`config.mk`:
```
export PLATFORM = sky130hd
export DESIGN_NAME = id_add_datapath
export DESIGN_NICKNAME = d
export VERILOG_FILES = /design/src/rtl/riscv_id_pkg.sv /design/src/rtl/imm_sext.sv /design/src/rtl/id_add_datapath.sv
export SDC_FILE = /design/constraint.sdc
export NUM_CORES = 1
export LEC_CHECK = 0
export ABC_CLOCK_PERIOD_IN_PS = 4200
export CORE_UTILIZATION = 25
export CTS_CLUSTER_DIAMETER = 30
export DETAILED_ROUTE_END_ITERATION = 16
export HOLD_SLACK_MARGIN = 0.06
export PLACE_DENSITY = 0.64
export SLEW_MARGIN = 25
export SYNTH_ARGS = -nofsm -noshare
export SYNTH_HDL_FRONTEND = slang
export SYNTH_SLANG_ARGS = --single-unit
```
`constraint.sdc`:
```
create_clock -name clk -period 4.2 [get_ports clk]
set_input_delay 0.84 -clock clk [delete_from_list [all_inputs] [get_ports clk]]
set_output_delay 0.84 -clock clk [all_outputs]
set_load 0.005 [all_outputs]
```
`src/rtl/riscv_id_pkg.sv`:
```
// Shared RV32 decode constants and types for the ID/add datapath.
package riscv_id_pkg;

  localparam logic [6:0] OPC_OP     = 7'b0110011;
  localparam logic [6:0] OPC_OP_IMM = 7'b0010011;
  localparam logic [6:0] F7_SUB     = 7'b0100000;

  typedef logic [4:0]  reg_addr_t;
  typedef logic [31:0] word_t;

  // Contents of the EX/WB stage register
  typedef struct packed {
    word_t     result;
    logic      zero;
    reg_addr_t rd;
  } ex_stage_t;

endpackage

```
`src/rtl/imm_sext.sv`:
```
// Sign-extends a 12-bit I-type immediate to a 32-bit word.
import riscv_id_pkg::*;

module imm_sext (
  input  logic [11:0] imm,
  output word_t       imm_ex
);

  assign imm_ex = {{20{imm[11]}}, imm};

endmodule

```
`src/rtl/id_add_datapath.sv`:
```
// RV32 decode + add datapath with a single EX/WB register stage.
// Optional feature macro: ALU_SUB_EN -- R-type funct3=000/funct7=0100000
// computes doa - dob instead of doa + dob.
import riscv_id_pkg::*;

module id_add_datapath #(
  parameter int XLEN = 32
) (
  input  logic            clk,
  input  logic            rst,
  input  word_t           instr_i,
  input  logic            valid_i,
  input  logic [XLEN-1:0] doa_i,
  input  logic [XLEN-1:0] dob_i,
  output logic [6:0]      opcode_o,
  output reg_addr_t       rd_o,
  output logic [2:0]      funct3_o,
  output reg_addr_t       rs1_o,
  output reg_addr_t       rs2_o,
  output logic [6:0]      funct7_o,
  output logic [11:0]     imm_o,
  output logic [XLEN-1:0] result_o,
  output logic            zero_o,
  output logic [XLEN-1:0] ex_result_q,
  output logic            ex_zero_q,
  output reg_addr_t       ex_rd_q,
  output logic            ex_valid_q
);

  logic [XLEN-1:0] imm_ex;
  logic [XLEN-1:0] op_b;
  ex_stage_t       ex_q;

  // Field slices are raw: not qualified by valid_i
  assign opcode_o = instr_i[6:0];
  assign rd_o     = instr_i[11:7];
  assign funct3_o = instr_i[14:12];
  assign rs1_o    = instr_i[19:15];
  assign rs2_o    = instr_i[24:20];
  assign funct7_o = instr_i[31:25];
  assign imm_o    = instr_i[31:20];

  imm_sext u_imm_sext (
    .imm    (imm_o),
    .imm_ex (imm_ex)
  );

  // Bit 5 of the opcode separates OP (register) from OP_IMM (immediate)
  assign op_b = instr_i[5] ? dob_i : imm_ex;

`ifdef ALU_SUB_EN
  logic is_sub;
  assign is_sub = instr_i[5] && (funct3_o == 3'b000) && (funct7_o == F7_SUB);

  // Add, or subtract for R-type SUB; wraps modulo 2^XLEN
  always_comb begin
    result_o = doa_i + op_b;
    if (is_sub) result_o = doa_i - dob_i;
  end
`else
  // Every instruction adds; carry out is dropped
  always_comb begin
    result_o = doa_i + op_b;
  end
`endif

  assign zero_o = (result_o == '0);

  // EX/WB stage: data captures every cycle, consumers qualify with ex_valid_q
  always_ff @(posedge clk or posedge rst) begin
    if (rst) begin
      ex_q       <= '0;
      ex_valid_q <= 1'b0;
    end else begin
      ex_q.result <= result_o;
      ex_q.zero   <= zero_o;
      ex_q.rd     <= rd_o;
      ex_valid_q  <= valid_i;
    end
  end

  assign ex_result_q = ex_q.result;
  assign ex_zero_q   = ex_q.zero;
  assign ex_rd_q     = ex_q.rd;

endmodule

```
## Word-level counts from Yosys, hierarchy flattened

Cells that the tools add are included.

- Bits in registers: 39
- Latch bits: 0
- RAM bits: 0
- ROM bits: 0
- Input bits: 99
- Logic and storage cells: 7
- Memories: 0

- Add/sub/neg operators: 1
- Multiply operators: 0
- Div/mod/pow operators: 0
- $lt $le $gt $ge: 0
- Eq/ne operators: 0
- Shift-type cells: 0
- Mux-type cells: 1
- Bitwise logic cells: 0
- Reduce and logical (&&, ||, !) cells: 1

Operators by type and width:

| operator | count |
|---|---|
| 32-bit adder | 1 |
| 32-bit zero test | 1 |
| 32-bit two-way mux | 1 |

## Depth between registers and ports, before layout

- Depth after elaboration: 3
- Gate-level depth with buffers: 15
- Gate-level depth less buffers: 12

## Cells and area by module

Synthesis repeated with hierarchy kept, for this count alone.

- Cells, all modules: 392
- Area, all modules: 3697.3 sq um

Modules (own cells, without submodules):

| module | instances | cells an instance | area an instance (sq um) |
|---|---|---|---|
| id_add_datapath | 1 | 360 | 3457.1 |
| imm_sext | 1 | 32 | 240.2 |

## Worst setup path after synthesis

Ideal clock, no wire load.

- Kind: input-to-output
- From: input port instr_i[5]
- To: output port zero_o
- Arrival: 3.718 ns
- Data required time: 3.360 ns
- Path slack: -0.358 ns
- Stages: 13
- Cells stage by stage: clkbuf_1 > mux2_2 > ha_1 > clkbuf_1 > nand4_1 > o22ai_1 > and2_1 > nor3_4 > o311ai_0 > xor2_1 > nor4b_2 > nand4_1 > nor2_1

- Longest elaborated chain between the ends: 3

Ends and longest elaborated chain:

| item | RTL line | RTL |
|---|---|---|
| start, declared | id_add_datapath.sv:11 | `input word_t instr_i,` |
| 32-bit two-way mux | id_add_datapath.sv:49 | `assign op_b = instr_i[5] ? dob_i : imm_ex;` |
| 32-bit adder | id_add_datapath.sv:63 | `result_o = doa_i + op_b;` |
| net result_o[18] | id_add_datapath.sv:22 | `output logic [XLEN-1:0] result_o,` |
| 32-bit zero test | id_add_datapath.sv:67 | `assign zero_o = (result_o == '0);` |
| end, declared | id_add_datapath.sv:23 | `output logic zero_o,` |

The timed path passes the listed nets, and every way through them passes these cells.

## Worst setup path after layout

- From: input port dob_i[6]
- To: output port zero_o

- Longest elaborated chain between the ends: 3

Ends and longest elaborated chain:

| item | RTL line | RTL |
|---|---|---|
| start, declared | id_add_datapath.sv:14 | `input logic [XLEN-1:0] dob_i,` |
| 32-bit two-way mux | id_add_datapath.sv:49 |  |
| 32-bit adder | id_add_datapath.sv:63 |  |
| 32-bit zero test | id_add_datapath.sv:67 |  |

No other way between the ends.

==> run metrics <==
run status finished, violations left; failing checks negative setup slack; per-cell routed wire length 16.2 um; core footprint approximately 15000 sq um; initial antenna violation count 0; Worst Hold Class input port to async pin; Leakage about 0.0036 uW; post-synth top area cell dfrtp_1; DRC viols 0; final WL 15400 um; largest net degree at the start of global routing 40; storage element area 976 sq um; # IOs around 220; RSZ-0062 raised after global routing true; YS warnings 0; Multi-input gate area approximately 3200 sq um; initial core utilization 25.7%; dpl hpwl around 11000 um; Seq/Total Area, Yosys 26.1%; ranking of synthesized cells by area dfrtp_1, ha_1, buf_4, nand2_1, a21oi_1; fin nets between 800 and 900; placement-stage cell area about 6700 sq um; Buf/Inv on CP 3; port bufs around 190; sequence of cells on the critical path clkdlybuf4s50_1 > mux2_4 > ha_4 > a21oi_4 > buf_4 > a211oi_2 > a211oi_4 > nor3b_4 > o221ai_4 > nand4b_1 > o311ai_2 > a2111o_1 > nor2_2 > buf_2; Synth Net Count roughly 570; Cell Area, Synth approximately 3700 sq um; fin area 8060 sq um; Mapped Cells 438; commonest cells in the netlist nand2_1, buf_4, dfrtp_1; area grow syn2layout 116%; TritonCTS Buffers 5; Final ANT Viol Nets 0; die width around 120 um; Total Power roughly 2500 uW; # setup viols final 14; period utilization 113%; worst path required time 3.36 ns; CTS root buffer clkbuf_16; Slew Limit Fails 0; clk slew on worst S/H paths roughly 0.06 ns; EDFF count, synth 0; Slowest-stage cell, CP clkdlybuf4s50_1; first-pass GRT wire length ~23000 um; H-tree depth 2; Synth top area share 26.1%; vias per cell around 4.7; Final WS setup -0.558 ns; RePlAce Congestion about 0.85; critical path's top delay family compound AO/OA/AOI/OAI gates; Synth Flop Type dfrtp_1; CTS tree yes; Worst Path Max Fanout 3; Ant. Diodes 0; WP data arrival between 3 and 4 ns; drt pass-1 iters 4; # fillers approximately 1300; total die area approximately 15000 sq um; layout cells sized above 1 46.7%; vias in the first global route approximately 4500; crit path time final 4.76 ns; endpoints failing hold 0; Slew @ Worst Pin 0.511 ns; synthesized area per cell 8.52 sq um; vias between 4000 and 5000; Die H between 100 and 150 um; Async SR Flop Fraction between 90% and 100%; top-count cell post-synth nand2_1; Seq cells post-synth 39; Bufs on Longest Clock Path 2; CTS sink count 39; fmax 0.210 GHz; Setup WS pre-CTS -1.55 ns; # rows between 40 and 50; 1st-iter DRT viols between 100 and 150; relative slew slack 65.9%; nature of the critical path endpoint output port; largest stage delay on the critical path around 0.39 ns; PwrDens 311 nW/um^2; GRT Overall Usage a little under a fifth; Unique masters post-synth 70; max_cap viols 0; worst vdd ir 0.000204 V; Worst setup SP type input port; kind of critical path input port to output port; total grt overflow 0
==> final cells by class <==
cell class,count,area share [%]
Multi-Input combinational cell,329,40.0
Tap cell,184,2.86
Inverter,11,0.512
Timing Repair Buffer,376,42.6
Sequential cell,39,12.1
Clock buffer,8,1.94
==> flip-flops by register name, indices dropped and copies added, names as in the netlist <==
signal / flops
ex_rd_q: 5
ex_result_q: 32
ex_valid_q: 1
ex_zero_q: 1
==> timing repair <==
item                       CTS  global route
setup endpoints to repair   31            26
resized for setup          213            72
setup buffers               31            19
hold buffers                 0             0
cloned                       2             0
pin swaps                   79            57
==> final timing paths <==
kind | start | end | slack [ns] | depth (start not counted)
setup / recovery | dob_i[6] | zero_o | -0.56 | 14
hold / removal | rst | ex_result_q[29] | 0.99 | 3
max in group asynchronous | rst | ex_result_q[1] | 2.86 | 3
min in group clk | valid_i | ex_valid_q | 1.00 | 1
==> where the power goes <==
group,switching (uW),total (uW),internal [uW]
clock network,141,394,253
registers,22.4,481,459
logic,670,1630,958
total,833,2500,1670
==> cell usage in the layout, fill, tap and decap left out, types with 9 or more instances in the layout <==
| cell | n |
|---|---|
| a21oi_1 | 19 |
| buf_4 | 164 |
| buf_6 | 28 |
| clkdlybuf4s50_1 | 146 |
| dfrtp_1 | 39 |
| dlygate4sd2_1 | 13 |
| ha_1 | 12 |
| ha_4 | 19 |
| inv_1 | 10 |
| nand2_1 | 59 |
| nor2_1 | 17 |
| xnor2_2 | 9 |
==> per-stage QoR <==
stage	utilization (%)	instances	setup TNS (ns)	hold slack (ns)
2_1_floorplan	-	438	0	0.871
3_3_place_gp	45.8	899	-23.89	1.29
3_5_place_dp	45.8	899	-25.95	1.30
4_1_cts	53.0	936	-2.24	0.997
5_1_grt	55.5	947	-3.62	0.997
6_report	55.5	947	-1.94	0.993
==> routing by layer <==
layer / routed length, um / global-route usage [%] / part of all wire [%] / vias up
met5: 0 / 0 / 0 / -
met1: 6250 / 23.2 / 41 / 2093
met2: 7830 / 34.3 / 51 / 165
li1: - / - / - / 2186
met4: 482 / 7.22 / 3.1 / 0
met3: 812 / 1.51 / 5.3 / 38
==> cells by family (layout without fill, tap and decap cells) <==
family	count (synthesis)	after routing	share of synthesized area, %
simple gates	147	147	19.8
compound gates	111	111	21.1
buf+inv	70	395	11.9
flops	39	39	26.1
fa+ha+maj	32	32	10.9
xor+xnor	25	25	5.87
mux	14	14	4.19
Power figures use the tool's default switching activity.
==> patch 1 (same flow settings) <==
The option `ALU_SUB_EN` is turned on by a define.
--- a/src/rtl/id_add_datapath.sv
+++ b/src/rtl/id_add_datapath.sv
@@ -3,2 +3,4 @@
 // computes doa - dob instead of doa + dob.
+`define ALU_SUB_EN
+
 import riscv_id_pkg::*;
Formal check against the unedited RTL: not equivalent (Yosys sat finds a counterexample within 4 cycles, from zero or initial values and one cycle with rst high).
==> patch 1 against the unedited design <==
The run still ends with setup timing left; sequential cell count unchanged; area after synthesis increased by 18%; critical path depth increased by 8; setup slack lost 2.0 ns; utilization increased by 3.5 points; sequential share of layout area is 2.5 points lower; hold slack got worse by 0.022 ns; routed wire length up 36%; cell area grew 26%; total power rose by 13%; non-clock buffer count increased by 121; highest routed layer unchanged.
==> patch 1: results (changes against the unedited design) <==
metric;value;unit;change
grt_pass1_vias;5646;;was 4469
globalRouteMet3Util;0.01614;;was 0.01511
synth_common_cells;nor2_1 (51), buf_4 (44), nand2_1 (44), a21oi_1 (42), dfrtp_1 (39);;was nand2_1 (68), buf_4 (44), dfrtp_1 (39), a21oi_1 (32), ha_1 (31)
grt_use_met2;0.3402;;was 0.3429
nFillCells;1362;;was 1255
drive_gt1_frac;0.5522;;was 0.4666
drt_iter0_drc;415;;was 146
yosysSeqAreaShare;0.2218;;was 0.2615
dp_slack;-3.027;ns;was -1.551 ns
met2_length;10.64;mm;was 7.827 mm
outcome;finished with violations;;unchanged
placed_area;0.008107;sq mm;was 0.006655 sq mm
violations;setup timing;;unchanged
leakagePower;4.511;nW;was 3.569 nW
vias;6029;;was 4482
crit_path_start;dob_i[5];;was dob_i[6]
wl_met3;1.068;mm;was 812 microns
worst_pin_slew;0.4829;ns;was 0.5115 ns
final_nets;1127;;was 893
cts_buffer_depth;2;;unchanged
routed_wl;20.90;mm;was 15.37 mm
finalSetupViolCount;45;;was 14
grt_pass1_wl;28.21;mm;was 22.60 mm
port_buffers;192;;was 186
setup_tns;-44.72;ns;was -1.936 ns
cts_max_level;2;;unchanged
clk_pin_slew;0.06;ns;about the same
setup_ws;-2.527;ns;was -0.5579 ns
synth_cell_types;70;;unchanged
critPathMaxFanout;4;;was 3
grt_use_met1;0.2487;;was 0.2321
synth-main-ff-cell;dfrtp_1;;unchanged
ir_worst_vdd;0.2848;mV;was 0.2043 mV
track_usage;0.1933;;was 0.1898
gp_congestion;0.8901;;was 0.8498
syn_inst;554;;was 438
postLayoutCoreUtil;0.5899;;was 0.5546
met1Wirelength;8.619;mm;was 6.247 mm
synth_area_leaders;dfrtp_1 (22%), ha_1 (9.1%), buf_4 (7.5%);;was dfrtp_1 (26%), ha_1 (10%), buf_4 (8.9%)
post-dp-hpwl;13.62;mm;was 11.49 mm
top_layer_used;met4;;unchanged
holdWs;0.9708;ns;was 0.9932 ns
synth_nets;686;;was 569
cp.arrival;5.89;ns;was 3.92 ns
dr.pass1.iters;5;;was 4
final_cells;1221;;was 947
patch 1: cell count changes in the layout (fill, tap and decap cells not counted), moves of 10 or more:
cell	change
buf_6	+44
a221oi_2	+11
nor2_1	+20
ha_4	-10
clkdlybuf4s50_1	-11
buf_4	+91
nand2_1	-26
patch 1: cell type report:
class                           instances  area share
Tap cell                              225     0.02769
Sequential cell                        39     0.09599
Clock inverter                          2    0.003446
Multi-Input combinational cell        435      0.4206
Timing Repair Buffer                  497      0.4323
Inverter                               17    0.006276
Clock buffer                            6     0.01366
patch 1: critical path, cell delays in order:
cell,delay (ns)
buf_2,0.11
or3b_4,0.39
a222oi_1,0.38
buf_4,0.20
nand2b_4,0.06
a21oi_4,0.18
buf_6,0.14
nand2_8,0.05
nor3_4,0.19
mux2_4,0.32
a221oi_2,0.23
ha_1,0.32
a21oi_2,0.25
o21ai_1,0.13
a211o_1,0.26
o21a_1,0.21
or2_1,0.26
a21o_1,0.20
xor2_2,0.15
or4_4,0.55
nor4_4,0.29
buf_2,0.15
patch 1: what timing repair did:
item,4_1_cts,5_1_grt
gates cloned,1,0
endpoints found under the setup margin,52,50
buffers inserted,57,36
pin swaps,104,66
resized for setup,330,132
patch 1: cell families (layout without fill, tap and decap cells):
family	after synthesis	count (layout)	synth area share
fa+ha+maj	33	33	0.09554
mux	12	12	0.02872
xor+xnor	39	39	0.08189
compound gates	161	161	0.2460
flops	39	39	0.2218
buf+inv	80	522	0.1063
simple gates	190	190	0.2198
patch 1: report_power, final:
| part | total (mW) | switching, mW | internal, mW |
|---|---|---|---|
| logic | 1.92 | 0.791 | 1.13 |
| clock network | 0.428 | 0.134 | 0.295 |
| registers | 0.486 | 0.0208 | 0.465 |
| total | 2.84 | 0.945 | 1.89 |
==> patch 2 (config.mk and constraints unchanged) <==
Without the edit above. Remove the register `ex_valid_q`: a continuous assignment takes its place, so the output `ex_valid_q` follows one clock earlier. Comments in the files are not updated.
--- a/src/rtl/id_add_datapath.sv
+++ b/src/rtl/id_add_datapath.sv
@@ -72,3 +72,2 @@
       ex_q       <= '0;
-      ex_valid_q <= 1'b0;
     end else begin
@@ -77,5 +76,6 @@
       ex_q.rd     <= rd_o;
-      ex_valid_q  <= valid_i;
     end
   end
+
+  assign ex_valid_q = valid_i;
 
Check against the original RTL: not equivalent (a bounded check fails within 4 cycles, from zero or initial values and one cycle with rst high).
==> patch 2 against the unedited design <==
The flow still finishes with violations (setup timing); setup slack improved by 0.018 ns; sequential cell count fell by 1; area after synthesis decreased by 0.47%; cell count fell by 2.1%; cell area shrank 3.4%; via count down 3.0%; largest power group unchanged; routed wire length down 7.7%; non-clock buffer count decreased by 19; count of clock-buffer cells in the layout decreased by 3; total power decreased by 3.5%; critical endpoint is now result_o[31]; sequential power fell by 2%.
==> patch 2: results (changes against the unedited design) <==
metric;value;unit;change
placed_area;0.006545;sq mm;was 0.006655 sq mm
worst_pin_slew;0.4820;ns;was 0.5115 ns
synth_nets;569;;unchanged
grt_antenna_before_repair;0;;unchanged
numCtsBuffers;5;;unchanged
ir_worst_vdd;0.1538;mV;was 0.2043 mV
hp-class;in2async;;unchanged
synth-main-ff-cell;dfrtp_1;;unchanged
cp.arrival;3.90;ns;was 3.92 ns
place_inst;889;;was 899
final_cells;927;;was 947
finalSetupViolCount;10;;was 14
final_nets;873;;was 893
violations;setup timing;;unchanged
drive_gt1_frac;0.4347;;was 0.4666
gp_congestion;0.8891;;was 0.8498
setup_ws;-0.5402;ns;was -0.5579 ns
cts-root-buf;clkbuf_16;;unchanged
largest_register_ffs;32;;unchanged
critPathMaxFanout;4;;was 3
post-dp-hpwl;11.25;mm;was 11.49 mm
clk_pin_slew;0.06;ns;about the same
outcome;finished with violations;;unchanged
dp_slack;-1.458;ns;was -1.551 ns
n_antenna_cell;0;;unchanged
post_drt_wl_per_cell;15.30;microns;was 16.23 microns
synth_area_leaders;dfrtp_1 (26%), ha_1 (10%), buf_4 (9.1%);;was dfrtp_1 (26%), ha_1 (10%), buf_4 (8.9%)
grt_pass1_wl;21.47;mm;was 22.60 mm
vias;4346;;was 4482
cts_buffer_depth;2;;unchanged
leakagePower;3.457;nW;was 3.569 nW
synth_common_cells;nand2_1 (68), buf_4 (45), dfrtp_1 (38), a21oi_1 (32), ha_1 (31);;was nand2_1 (68), buf_4 (44), dfrtp_1 (39), a21oi_1 (32), ha_1 (31)
cts_max_level;2;;unchanged
track_usage;0.1792;;was 0.1898
yosysSeqAreaShare;0.2560;;was 0.2615
grt_max_degree;39;;was 40
dr.pass1.iters;4;;unchanged
drt_iter0_drc;158;;was 146
synth_cell_types;70;;unchanged
port_buffers;184;;was 186
yosys_warnings;0;;unchanged
synth_async_sr_flop_share;1.000;;unchanged
synth_area_per_cell;8.481;sq um;was 8.521 sq um
patch 2: cell types whose count changed after synthesis, sizes merged:
cell / unedited run / this run
buf: 48 / 49
dfrtp: 39 / 38
patch 2: worst max-delay path: stages:
cell and delay [ns]:
dlygate4sd2_1 0.26, mux2_4 0.29, ha_1 0.32, a211oi_4 0.33, o211ai_1 0.22, a211oi_2 0.34
nor3b_2 0.10, o221ai_2 0.25, nand4b_1 0.15, o311ai_2 0.12, buf_4 0.18, clkdlybuf4s50_1 0.49
patch 2: layer usage:
layer,up-vias,part of all wire,global-route usage
li1,2141,-,-
met1,2068,0.45,0.2362
met2,126,0.49,0.3149
met3,11,0.043,0.01328
met4,0,0.013,0.04613
met5,-,0,0
patch 2: cell families (layout without fill, tap and decap cells):
kind of cell             after synthesis  in the layout  synth area share
AO/OA/AOI/OAI                        111            111            0.2119
flip-flops                            38             38            0.2560
XOR/XNOR                              25             25           0.05894
multiplexers                          14             14           0.04210
buffers and inverters                 71            376            0.1219
AND/OR/NAND/NOR                      147            147            0.1994
adder cells (fa/ha/maj)               32             32            0.1098
patch 2: through the flow:
| stage | hold WS, ns | setup TNS (ns) |
|---|---|---|
| CTS | 1.007 | -4.411 |
| global placement | 1.286 | -23.62 |
| detailed placement | 1.293 | -23.87 |
| finish | 0.9896 | -2.425 |
| floorplan | 0.8714 | 0 |
| global route | 1.053 | -3.988 |
patch 2: repair_timing:
item | CTS | global route
gates resized for setup | 157 | 68
buffers inserted | 28 | 8
pin swaps | 51 | 28
setup endpoints to repair | 30 | 25
cloned | 1 | 0
patch 2: worst max path at each step:
stage | from | end | cells after the start
after global placement | instr_i[5] | zero_o | 15
after CTS | instr_i[5] | zero_o | 15
after floorplan | instr_i[5] | zero_o | 13
after global routing | instr_i[5] | zero_o | 15
after detailed placement | instr_i[5] | zero_o | 14
final | instr_i[21] | result_o[31] | 12
patch 2: layout make-up:
type / instances / area (sq um)
Inverter: 11 / 41.29
Timing Repair Buffer: 357 / 3244
Sequential cell: 38 / 950.9
Clock buffer: 5 / 125.1
Clock inverter: 3 / 40.04
Fill cell: 1314 / 6749
Multi-Input combinational cell: 329 / 3153
Tap cell: 184 / 230.2
patch 2: power breakdown:
| part | internal (mW) | switching, mW |
|---|---|---|
| Sequential | 0.449 | 0.0233 |
| Combinational | 0.895 | 0.630 |
| Clock | 0.278 | 0.140 |
